File: src/rtl/maxpool_pkg.sv
// Shared types and default sizing for the max-pooling stage.
package maxpool_pkg;

  // Sequencer states for maxpool3_stage
  typedef enum logic [2:0] {
    IDLE    = 3'd0,
    WAIT_RD = 3'd1,
    CMP     = 3'd2,
    WRITE   = 3'd3,
    DONE    = 3'd4
  } state_t;

  localparam int DEF_DATA_WIDTH = 16;
  localparam int DEF_ADDR_WIDTH = 10;
  localparam int DEF_NUM_OUT    = 169;

endpackage : maxpool_pkg

File: src/rtl/max3_signed.sv
// Combinational signed maximum of three values.
// On equal values the lowest-numbered input is selected.
module max3_signed
  import maxpool_pkg::*;
#(
  parameter int W = DEF_DATA_WIDTH
) (
  input  logic signed [W-1:0] a,
  input  logic signed [W-1:0] b,
  input  logic signed [W-1:0] c,
  output logic signed [W-1:0] y
);

  logic signed [W-1:0] ab;

  // Strict greater-than keeps the earlier input on ties
  always_comb begin
    ab = a;
    y  = a;
    if (b > a) ab = b;
    y = ab;
    if (c > ab) y = c;
  end

endmodule : max3_signed

File: src/rtl/maxpool3_stage.sv
// Max-pooling stage: reads three signed convolution results per step,
// writes their maximum to the pooled-result memory and steps the
// triplet counter.
// Build option: MAXPOOL_RELU_EN clamps negative maxima to zero.
//
// state   | meaning
// --------+-----------------------------------------------------
// IDLE    | waiting for start; pulses cnt_rst when start is taken
// WAIT_RD | counter address settles, memory read in flight
// CMP     | registers max of the three read words into max_q
// WRITE   | writes max_q at out_idx and pulses adv
// DONE    | one-cycle completion pulse
module maxpool3_stage
  import maxpool_pkg::*;
#(
  parameter int DATA_WIDTH = DEF_DATA_WIDTH,
  parameter int ADDR_WIDTH = DEF_ADDR_WIDTH,
  parameter int NUM_OUT    = DEF_NUM_OUT
) (
  input  logic                         clk,
  input  logic                         rst,
  input  logic                         start,
  input  logic signed [DATA_WIDTH-1:0] rd_data_1,
  input  logic signed [DATA_WIDTH-1:0] rd_data_2,
  input  logic signed [DATA_WIDTH-1:0] rd_data_3,
  output logic                         cnt_rst,
  output logic                         adv,
  output logic                         wr_en,
  output logic [ADDR_WIDTH-1:0]        wr_addr,
  output logic [DATA_WIDTH-1:0]        wr_data,
  output logic                         busy,
  output logic                         done
);

  localparam logic [ADDR_WIDTH-1:0] LAST_IDX = ADDR_WIDTH'(NUM_OUT - 1);

  state_t                        state;
  state_t                        state_nxt;
  logic [ADDR_WIDTH-1:0]         out_idx;
  logic [ADDR_WIDTH-1:0]         addr_q;
  logic signed [DATA_WIDTH-1:0]  max_q;
  logic signed [DATA_WIDTH-1:0]  max3;
  logic signed [DATA_WIDTH-1:0]  pool_val;

  max3_signed #(
    .W (DATA_WIDTH)
  ) u_max3 (
    .a (rd_data_1),
    .b (rd_data_2),
    .c (rd_data_3),
    .y (max3)
  );

  // Optional fused ReLU on the pooled value
  always_comb begin
    pool_val = max3;
`ifdef MAXPOOL_RELU_EN
    if (max3[DATA_WIDTH-1]) pool_val = '0;
`else
    pool_val = max3;
`endif
  end

  // State register
  always_ff @(posedge clk) begin
    if (rst) state <= IDLE;
    else     state <= state_nxt;
  end

  // Next-state logic
  always_comb begin
    state_nxt = state;
    case (state)
      IDLE:    if (start) state_nxt = WAIT_RD;
      WAIT_RD: state_nxt = CMP;
      CMP:     state_nxt = WRITE;
      WRITE:   state_nxt = (out_idx == LAST_IDX) ? DONE : WAIT_RD;
      DONE:    state_nxt = IDLE;
      default: state_nxt = IDLE;
    endcase
  end

  // Output index: cleared when a pass is accepted, stepped after each write
  always_ff @(posedge clk) begin
    if (rst) begin
      out_idx <= '0;
    end else if (state == IDLE && start) begin
      out_idx <= '0;
    end else if (state == WRITE && out_idx != LAST_IDX) begin
      out_idx <= out_idx + 1'b1;
    end
  end

  // Capture pooled value and its address in CMP; both hold outside WRITE
  always_ff @(posedge clk) begin
    if (rst) begin
      max_q  <= '0;
      addr_q <= '0;
    end else if (state == CMP) begin
      max_q  <= pool_val;
      addr_q <= out_idx;
    end
  end

  // Strobes decoded from state
  always_comb begin
    cnt_rst = 1'b0;
    adv     = 1'b0;
    wr_en   = 1'b0;
    busy    = 1'b0;
    done    = 1'b0;
    case (state)
      IDLE:    cnt_rst = start & ~rst;
      WAIT_RD: busy = 1'b1;
      CMP:     busy = 1'b1;
      WRITE: begin
        busy  = 1'b1;
        wr_en = 1'b1;
        adv   = 1'b1;
      end
      DONE: begin
        busy = 1'b1;
        done = 1'b1;
      end
      default: ;
    endcase
  end

  assign wr_addr = addr_q;
  assign wr_data = max_q;

endmodule : maxpool3_stage

File: config.mk
export PLATFORM = sky130hd
export DESIGN_NAME = maxpool3_stage
export DESIGN_NICKNAME = d
export VERILOG_FILES = /design/src/rtl/maxpool_pkg.sv /design/src/rtl/max3_signed.sv /design/src/rtl/maxpool3_stage.sv
export SDC_FILE = /design/constraint.sdc
export NUM_CORES = 1
export LEC_CHECK = 0
export BUFFER_PORTS_ARGS = -buffer_cell sky130_fd_sc_hd__buf_2
export CAP_MARGIN = 30
export CORE_MARGIN = 10
export CORE_UTILIZATION = 55
export CTS_BUF_LIST = sky130_fd_sc_hd__clkbuf_8
export DETAILED_ROUTE_END_ITERATION = 16
export PLACE_DENSITY_LB_ADDON = 0.3
export SLEW_MARGIN = 20
export SYNTH_ARGS = -nofsm -noshare
export SYNTH_HDL_FRONTEND = slang
export SYNTH_SLANG_ARGS = --single-unit
File: constraint.sdc
create_clock -name clk -period 5.4 [get_ports clk]
set_input_delay 0.27 -clock clk [delete_from_list [all_inputs] [get_ports clk]]
set_output_delay 0.27 -clock clk [all_outputs]
set_load 0.1 [all_outputs]
* Word level (Yosys, flattened, before mapping)
Cells that the tools add are included.
** Word-level totals
- Logic and storage cells :: 30
- Input bits :: 51
- Output and inout port bits :: 31
- Register bits :: 39
** Cells by class
- $add $sub $neg :: 1
- Magnitude comparators :: 2
- Mux-type cells :: 9
- Reductions and logical operators :: 5
- Bitwise logic cells :: 2
- Equality and inequality tests :: 7
** Operator list (count)
- greater-than comparator 16 bit :: 2
- 2-to-1 mux 16 bit :: 2
- one-hot mux 3 bit (4 select lines) :: 1
- adder 10 x 1 -> 10 bit (second input constant) :: 1
- == test 10 x 8 -> 1 bit (second input constant) :: 1
- inequality test 10 x 8 -> 1 bit (second input constant) :: 1
- == test 3 x 2 -> 1 bit (second input constant) :: 2
- 2-to-1 mux 3 bit :: 2
- 2-to-1 mux 1 bit :: 4
- OR reduction 4 bit :: 1
- == test 3 x 1 -> 1 bit (second input constant) :: 1
- == test 3 bit (second input constant) :: 1
- logical NOT 3 bit :: 1
- logical AND 1 bit :: 2
- inequality test 2 bit (second input constant) :: 1
- OR reduction 2 bit :: 1
- AND 1 bit :: 1
- NOT 1 bit :: 1

* Longest topological paths before layout
Gate-level depths: netlist of the first run.
- Depth in word-level cells :: 4
- Depth in mapped cells :: 18

* By module
Synthesis of the first run repeated with hierarchy kept, for this count alone.
** Unflattened totals
- Cells, all modules :: 391
- Area total of the unflattened synthesis :: 3020.4 um^2
** By module, submodules not included
- maxpool3_stage :: seq. area each 780.7 um^2, cells an instance 194, instances 1, area an instance 1566.5 um^2
- max3_signed :: seq. area each 0.0 um^2, cells an instance 197, instances 1, area an instance 1453.9 um^2

* Least setup slack after synthesis of the first run
Ideal clock, no wire load.
- Path type :: in2reg
- Start :: input rd_data_1[13]
- End :: register max_q[13], in the netlist wr_data[13]
- Arrival time :: 3899 ps
- Buffers on the path :: 3
- Setup slack :: 1354 ps
- Setup time :: 147 ps
- Cell stages on the path :: 17
- Cells stage by stage :: inv_1 > ha_1 > a21o_1 > a2111oi_4 > o21ai_1 > or3_1 > buf_6 > buf_8 > a311oi_4 > ha_1 > nand4_1 > o41ai_1 > nor3_1 > o31ai_1 > a211o_1 > clkbuf_1 > o221ai_1
** On the way
- Word-level cells in the longest chain between the ends :: 4
** RTL lines
- start, declared :: RTL line maxpool3_stage.sv:23 : input logic signed [DATA_WIDTH-1:0] rd_data_1,
- greater-than comparator 16 bit :: RTL line max3_signed.sv:20 : if (b > a) ab = b;
- 2-to-1 mux 16 bit (*) :: RTL line max3_signed.sv:20
- greater-than comparator 16 bit :: RTL line max3_signed.sv:22 : if (c > ab) y = c;
- 2-to-1 mux 16 bit (*) :: RTL line max3_signed.sv:22
- end signal, assigned :: RTL line maxpool3_stage.sv:100 : max_q <= pool_val;
- end, declared :: RTL line maxpool3_stage.sv:41 : logic signed [DATA_WIDTH-1:0] max_q;
Every way passes the cells marked *; elsewhere a longest branch is shown, timed or not.
A chain may end at the register's enable or synchronous reset.

* Worst setup path in the final report of the first run
- Start :: input rd_data_1[9]
- End :: register max_q[13], in the netlist wr_data[13]
Same word-level chain as after synthesis.

==> results by group, run 1 <==
Timing
  – Endpoints failing hold: 0
  – Final Max Tran Viols: 0
  – Min Tclk post-route: 4.65 ns
  – Period utilization: 86.2%
  – Endpoints failing setup: 0
  – Slew HR: 46.9%
  – Setup_tns: 0 ns
  – Peak Freq: 215 MHz
  – Actual slew at the worst max-slew pin: 0.794 ns
  – Fin Clk Skew: 0.00756 ns
  – RSZ-0062 raised after global routing: no

Global routing
  – GRT Residual Overflow: 0
  – Initial antenna violation count: 0
  – Global Route Usage Sum: 18.7%
  – First-pass GRT wire length: 13,900 um
  – Largest net degree at the start of global routing: 20
  – Vias in the first global route: 3,020

Setup path
  – Required time worst endpoint: 5.59 ns
  – Crit-path slowest cell: nand3_1
  – Arr. time, crit path: 4.84 ns
  – Largest fanout on the critical path: 17
  – Most used cell along the critical path: ha_1
  – Worst-path cell chain: buf_2 -> inv_1 -> ha_1 -> a21oi_1 -> o21a_1 -> o21ai_1 -> or3_1 -> buf_4 -> a311oi_1 -> ha_1 -> nand4_1 -> o41ai_1 -> nor3_1 -> o31ai_1 -> nand3_1 -> o221ai_1
  – CP Class: in2reg
  – Worst Setup End Kind: flop
  – Slowest cell delay on critical path: 0.62 ns
  – Worst Setup Start Kind: input port

Routing
  – Drt wl/cell: 16.2 um
  – Via-to-Cell Ratio: 5.80
  – Antenna Nets Post-Route: 0
  – Vias: 2,931
  – 1st-iter DRT viols: 228
  – Final Routed Wirelength: 8180 um
  – # DRC: 0
  – First-pass DRT Iterations: 5

Synthesis
  – Post-synth EDFFs: 0
  – Synth cell types: 46
  – Area leader, netlist: dfxtp_1
  – Mapped Cells: 359
  – Post-synthesis sequential area ratio: 26.0%
  – Seq cells post-synth: 39
  – Synthesized cell area: 0.00300 mm^2
  – Post-synth top area share: 26.0%
  – Synth top area cells: dfxtp_1 26%, ha_1 14%, a311oi_4 7.9%
  – Top_reg_cell synth: dfxtp_1
  – Post-synth ARST share: 0%
  – Synthesized Nets: 444
  – Synth Area per Inst: 8.36 um^2
  – Yosys warning count: 0

Final layout
  – Filler cells: 454
  – Synthesis-to-layout area growth: 19.6%
  – # diodes: 0
  – Share of post-route cells with drive strength above 1: 26.4%
  – Finished Layout Cells: 505
  – Nets: 519

Floorplanning
  – DIE AREA: 0.00881 mm^2
  – Starting Density: 57.7%
  – Row count: 26
  – Die X: 93.9 um
  – I/O pin total: 82
  – Core box area: 0.00520 mm^2
  – Die height: 93.9 um

Clock network
  – Clk root buf: clkbuf_8
  – CTS tree: done
  – Sinks on the clock net: 39
  – Clk buf depth: 2
  – Worst-path clk slew: 0.08 ns
  – Post-cts resize count: 0
  – Clk_lat worst skew: 0.29 ns
  – Clock H-tree levels: 2
  – Hold buffer count at cts: 0
  – Post-CTS setup buffers: 0
  – Cts bufs inserted: 5

Power
  – Internal: 537 uW
  – Switch Pwr: 405 uW
  – P_leak: 1.64 nW
  – Clock power share: 23.5%
  – Tot Pwr: 942 uW
  – Comb pwr share: 42.6%
  – Reg power frac: 33.9%
  – Total power divided by cell area: 262 mW/mm^2
  – Sw Ratio: 43.0%
  – Max rail drop VDD: 0.276 mV

Worst hold path
  – HP Class: in2reg

Outcome
  – Status: finished, final reports clean

Placement
  – Detailed placer's ending HPWL: 6490 um
  – Routability Congestion: 0.833
  – Inst Count DP: 497
  – Input/output buffers: 81

Flow run
  – Max-cap violations: 0
worst max-delay path, delay by kind of cell:
family / cells / cell delay (ns)
AND/OR/NAND/NOR: 4 / 1.39
buffers and inverters: 3 / 0.43
AO/OA/AOI/OAI: 7 / 2.22
adder cells (fa/ha/maj): 2 / 0.53
logic make-up (layout without fill, tap and decap cells):
kind of cell	after synthesis	count (layout)	share of synthesized area, %
AND/OR/NAND/NOR	125	125	19.2
adder cells (fa/ha/maj)	34	34	14.2
XOR/XNOR	11	11	3.21
flip-flops	39	39	26.0
AO/OA/AOI/OAI	90	90	29.1
buffers and inverters	60	136	8.34
sequential cells by signal (all words and copies together), names as in the netlist:
register,count
state,3
out_idx,10
wr_data,16
wr_addr,10
cell usage in the layout (no fill, tap or decap), types with 2 or more instances in the layout:
cell type	Yosys	layout
clkbuf_8	0	7
a311oi_4	9	9
xnor2_1	4	4
nor3_1	20	20
dfxtp_1	39	39
nor2_1	33	33
nand2_1	41	41
inv_1	39	39
ha_1	34	34
and4_1	2	2
o21bai_1	2	2
o211ai_1	19	19
xor2_1	7	7
nand3_1	7	7
a21o_1	3	3
o221ai_1	12	12
a311oi_1	6	6
nand4_1	10	10
o221ai_2	4	4
buf_4	1	6
nor2b_1	2	2
buf_2	2	81
and2_1	2	2
a21oi_1	23	22
Yosys cell counts (7+ instances only):
| cell type | instances |
|---|---|
| a311oi_4 | 9 |
| o211ai_1 | 19 |
| nand4_1 | 10 |
| a21oi_1 | 23 |
| nor2_1 | 33 |
| clkbuf_1 | 16 |
| nor3_1 | 20 |
| xor2_1 | 7 |
| nand3_1 | 7 |
| ha_1 | 34 |
| inv_1 | 39 |
| o221ai_1 | 12 |
| nand2_1 | 41 |
| dfxtp_1 | 39 |
routing by layer:
| metal | global-route usage, % | vias to the layer above | wire (um) |
|---|---|---|---|
| met3 | 5.12 | 13 | 605 |
| met5 | 0 | - | 0 |
| met2 | 30.5 | 96 | 3680 |
| met4 | 4.43 | 0 | 95 |
| met1 | 23.9 | 1360 | 3790 |
| li1 | - | 1462 | - |
path summary, 6_finish.rpt:
| path | from | endpoint | slack [ns] | cells after the start |
|---|---|---|---|---|
| hold / removal | rd_data_3[5] | wr_data[5]$_SDFFE_PP0P_ | 0.25 | 3 |
| hold reg to reg | wr_addr[4]$_SDFFE_PP0P_ | wr_addr[4]$_SDFFE_PP0P_ | 0.45 | 2 |
| setup reg to reg | state[1]$_SDFFE_PP0P_ | wr_data[13]$_SDFFE_PP0P_ | 3.12 | 4 |
| setup / recovery | rd_data_1[9] | wr_data[13]$_SDFFE_PP0P_ | 0.75 | 16 |
power groups by stage:
stage	clock network, mW	registers [mW]	logic (mW)
finish	0.221	0.319	0.401
global route	0.236	0.321	0.433
CTS	0.224	0.319	0.401
detailed placement	0	0.325	0.399
global placement	0	0.324	0.388
floorplan	0	0.428	0.206
metrics by stage:
stage,setup WS [ns],hold WS (ns),util (%),cell area [um^2]
finish,0.747,0.250,69.0,3590
global route,0.279,0.260,69.0,3590
CTS,0.786,0.248,69.0,3590
detailed placement,0.490,0.445,67.0,3490
global placement,0.634,0.440,66.2,3450
floorplan,1.35,0.432,-,3000
final cells by class:
| class | instances | area [um^2] | area share, % |
|---|---|---|---|
| Timing Repair Buffer | 89 | 489 | 13.6 |
| Multi-Input combinational cell | 260 | 1980 | 55.2 |
| Sequential cell | 39 | 781 | 21.7 |
| Clock inverter | 1 | 7.51 | 0.209 |
| Clock buffer | 7 | 96.3 | 2.68 |
| Tap cell | 70 | 87.6 | 2.44 |
| Inverter | 39 | 146 | 4.08 |
No activity file was read; power rests on OpenSTA's default activity.
==> inputs of run 2 (changes only) <==
Settings changed: CORE_UTILIZATION 55 to 47, REMOVE_ABC_BUFFERS set to 1.
==> run 2 against run 1 <==
Net effect: core utilization fell by 12 points; total power fell by 3.7%; maximum frequency fell by 3.6%; first-iteration DRC count fell by 35%; non-clock buffer count did not move; die area rose by 13%; routed wire length rose by 0.11%; combinational power barely moved; worst hold slack improved by 0.0031 ns; critical path depth rose by 1.
==> results by group, run 2 (synthesis results as in run 1) <==
Power
  – Switch Pwr: 401 uW
  – Comb pwr share: 43.9%
  – Internal: 506 uW
  – P_leak: 1.63 nW
  – Total power divided by cell area: 255 mW/mm^2
  – Max rail drop VDD: 0.202 mV
  – Clock power share: 20.9%
  – Reg power frac: 35.2%
  – Sw Ratio: 44.2%

Clock network
  – Cts bufs inserted: 5
  – Clk root buf: clkbuf_8
  – Post-cts resize count: 0
  – Clk_lat worst skew: 0.30 ns
  – Clock H-tree levels: 2
  – Sinks on the clock net: 39
  – CTS tree: done
  – Post-CTS setup buffers: 0
  – Hold buffer count at cts: 0
  – Worst-path clk slew: 0.08 ns
  – Clk buf depth: 2

Setup path
  – Arr. time, crit path: 5.03 ns
  – CP Class: in2reg
  – Cell family contributing the most delay on the critical path: compound AO/OA/AOI/OAI gates
  – Register-to-register setup slack: 3.12 ns
  – Worst Setup End Kind: flop
  – Stages on worst setup path: 17
  – Worst Setup Start Kind: input port
  – Most used cell along the critical path: ha_1
  – Worst-path cell chain: buf_2 -> inv_1 -> ha_1 -> a21o_1 -> a2111oi_4 -> buf_4 -> o21ai_1 -> or3_1 -> buf_6 -> a311oi_1 -> ha_1 -> nand4_1 -> o41ai_1 -> nor3_1 -> o31ai_1 -> nand3_1 -> o221ai_1
  – Slowest cell delay on critical path: 0.62 ns
  – Worst setup path startpoint: rd_data_1[13]
  – Worst r2r src: state[1]$_SDFFE_PP0P_
  – Required time worst endpoint: 5.60 ns
  – Crit path buffers/inverters: 4
  – Crit-path slowest cell: or3_1
  – Worst setup path endpoint: wr_data[15]$_SDFFE_PP0P_
  – Largest fanout on the critical path: 17
  – Reg2reg end: wr_data[15]$_SDFFE_PP0P_
  – Reg2reg path depth: 4

Timing
  – Slew HR: 41.5%
  – Final hold slack: 0.253 ns
  – Period utilization: 89.4%
  – Fin Clk Skew: 0.0101 ns
  – Peak Freq: 207 MHz
  – Actual slew at the worst max-slew pin: 0.875 ns
  – Setup_tns: 0 ns
  – Min Tclk post-route: 4.83 ns
  – Endpoints failing hold: 0
  – RSZ-0062 raised after global routing: no
  – Endpoints failing setup: 0
  – Final Max Tran Viols: 0

Floorplanning
  – DIE AREA: 0.00998 mm^2
  – Die X: 99.9 um
  – Row count: 29
  – I/O pin total: 82
  – Starting Density: 47.8%
  – Core box area: 0.00628 mm^2
  – Die height: 99.9 um

Placement
  – Placed instance area: 0.00348 mm^2
  – Detailed placer's ending HPWL: 6510 um
  – Input/output buffers: 81
  – Inst Count DP: 504
  – Routability Congestion: 0.843

Routing
  – Vias: 2,861
  – Antenna Nets Post-Route: 0
  – # DRC: 0
  – First-pass DRT Iterations: 4
  – Drt wl/cell: 16.0 um
  – Final Routed Wirelength: 8190 um
  – Via-to-Cell Ratio: 5.59
  – 1st-iter DRT viols: 148

Global routing
  – First-pass GRT wire length: 13,800 um
  – Largest net degree at the start of global routing: 25
  – Global Route Usage Sum: 16.2%
  – GRT Residual Overflow: 0
  – Vias in the first global route: 2,904
  – Initial antenna violation count: 0

Final layout
  – Finished Layout Cells: 512
  – Filler cells: 606
  – Max FFs per register: 16
  – # diodes: 0
  – Layout Utilization: 56.7%
  – Synthesis-to-layout area growth: 18.6%
  – Multi-input gate area: 0.00198 mm^2
  – Share of post-route cells with drive strength above 1: 26.0%
  – Register Area: 781 um^2
  – Most frequent cells in the layout: 81 x buf_2, 41 x inv_1, 41 x nand2_1
  – Post-route cell area: 0.00356 mm^2
  – Nets: 519
  – Commonest non-fill, non-tap cell in the layout: buf_2

Outcome
  – Status: finished, final reports clean

Worst hold path
  – HP Class: in2reg

Flow run
  – Max-cap violations: 0
[run 2: power groups by stage]
stage / clock network (mW) / logic [mW] / registers [mW]
floorplan: 0 / 0.195 / 0.428
CTS: 0.193 / 0.400 / 0.320
global route: 0.201 / 0.432 / 0.321
finish: 0.190 / 0.398 / 0.319
global placement: 0 / 0.388 / 0.325
detailed placement: 0 / 0.399 / 0.326
[run 2: metrics by stage]
step | power, mW | setup WS, ns
floorplan | 0.623 | -0.122
global placement | 0.714 | 0.409
detailed placement | 0.725 | 0.302
CTS | 0.913 | 0.596
global route | 0.955 | 0.0570
finish | 0.907 | 0.573
[run 2: cell type report]
type,count,share of cell area [%]
multi-input combinational,260,55.7
sequential,39,21.9
timing repair buffer,89,13.3
inverter,39,4.11
tap,77,2.71
clock buffer,5,1.93
clock inverter,3,0.351
[run 2: worst min-delay path by stage]
| stage | start | to | slack [ns] | cells past startpoint |
|---|---|---|---|---|
| floorplan | rst | wr_addr[0]$_SDFFE_PP0P_ | 0.34 | 1 |
| global placement | wr_data[13]$_SDFFE_PP0P_ | wr_data[13]$_SDFFE_PP0P_ | 0.44 | 2 |
| detailed placement | wr_data[6]$_SDFFE_PP0P_ | wr_data[6]$_SDFFE_PP0P_ | 0.44 | 2 |
| CTS | rd_data_3[8] | wr_data[8]$_SDFFE_PP0P_ | 0.25 | 3 |
| global route | rd_data_3[8] | wr_data[8]$_SDFFE_PP0P_ | 0.27 | 3 |
| finish | rd_data_3[8] | wr_data[8]$_SDFFE_PP0P_ | 0.25 | 3 |
[run 2: worst min-delay path: cells and delay by family]
family / cells / cell delay, ns
AOI/OAI and AO/OA: 1 / 0.11
buffers and inverters: 2 / 0.15
[run 2: per-layer routing]
metal | share of wire, % | up-vias | wire (um) | global-route usage [%]
met5 | 0 | - | 0 | 0
met4 | 1.5 | 0 | 123 | 4.74
li1 | - | 1465 | - | -
met3 | 6.3 | 12 | 518 | 3.91
met1 | 48 | 1309 | 3900 | 21.0
met2 | 45 | 75 | 3640 | 25.8
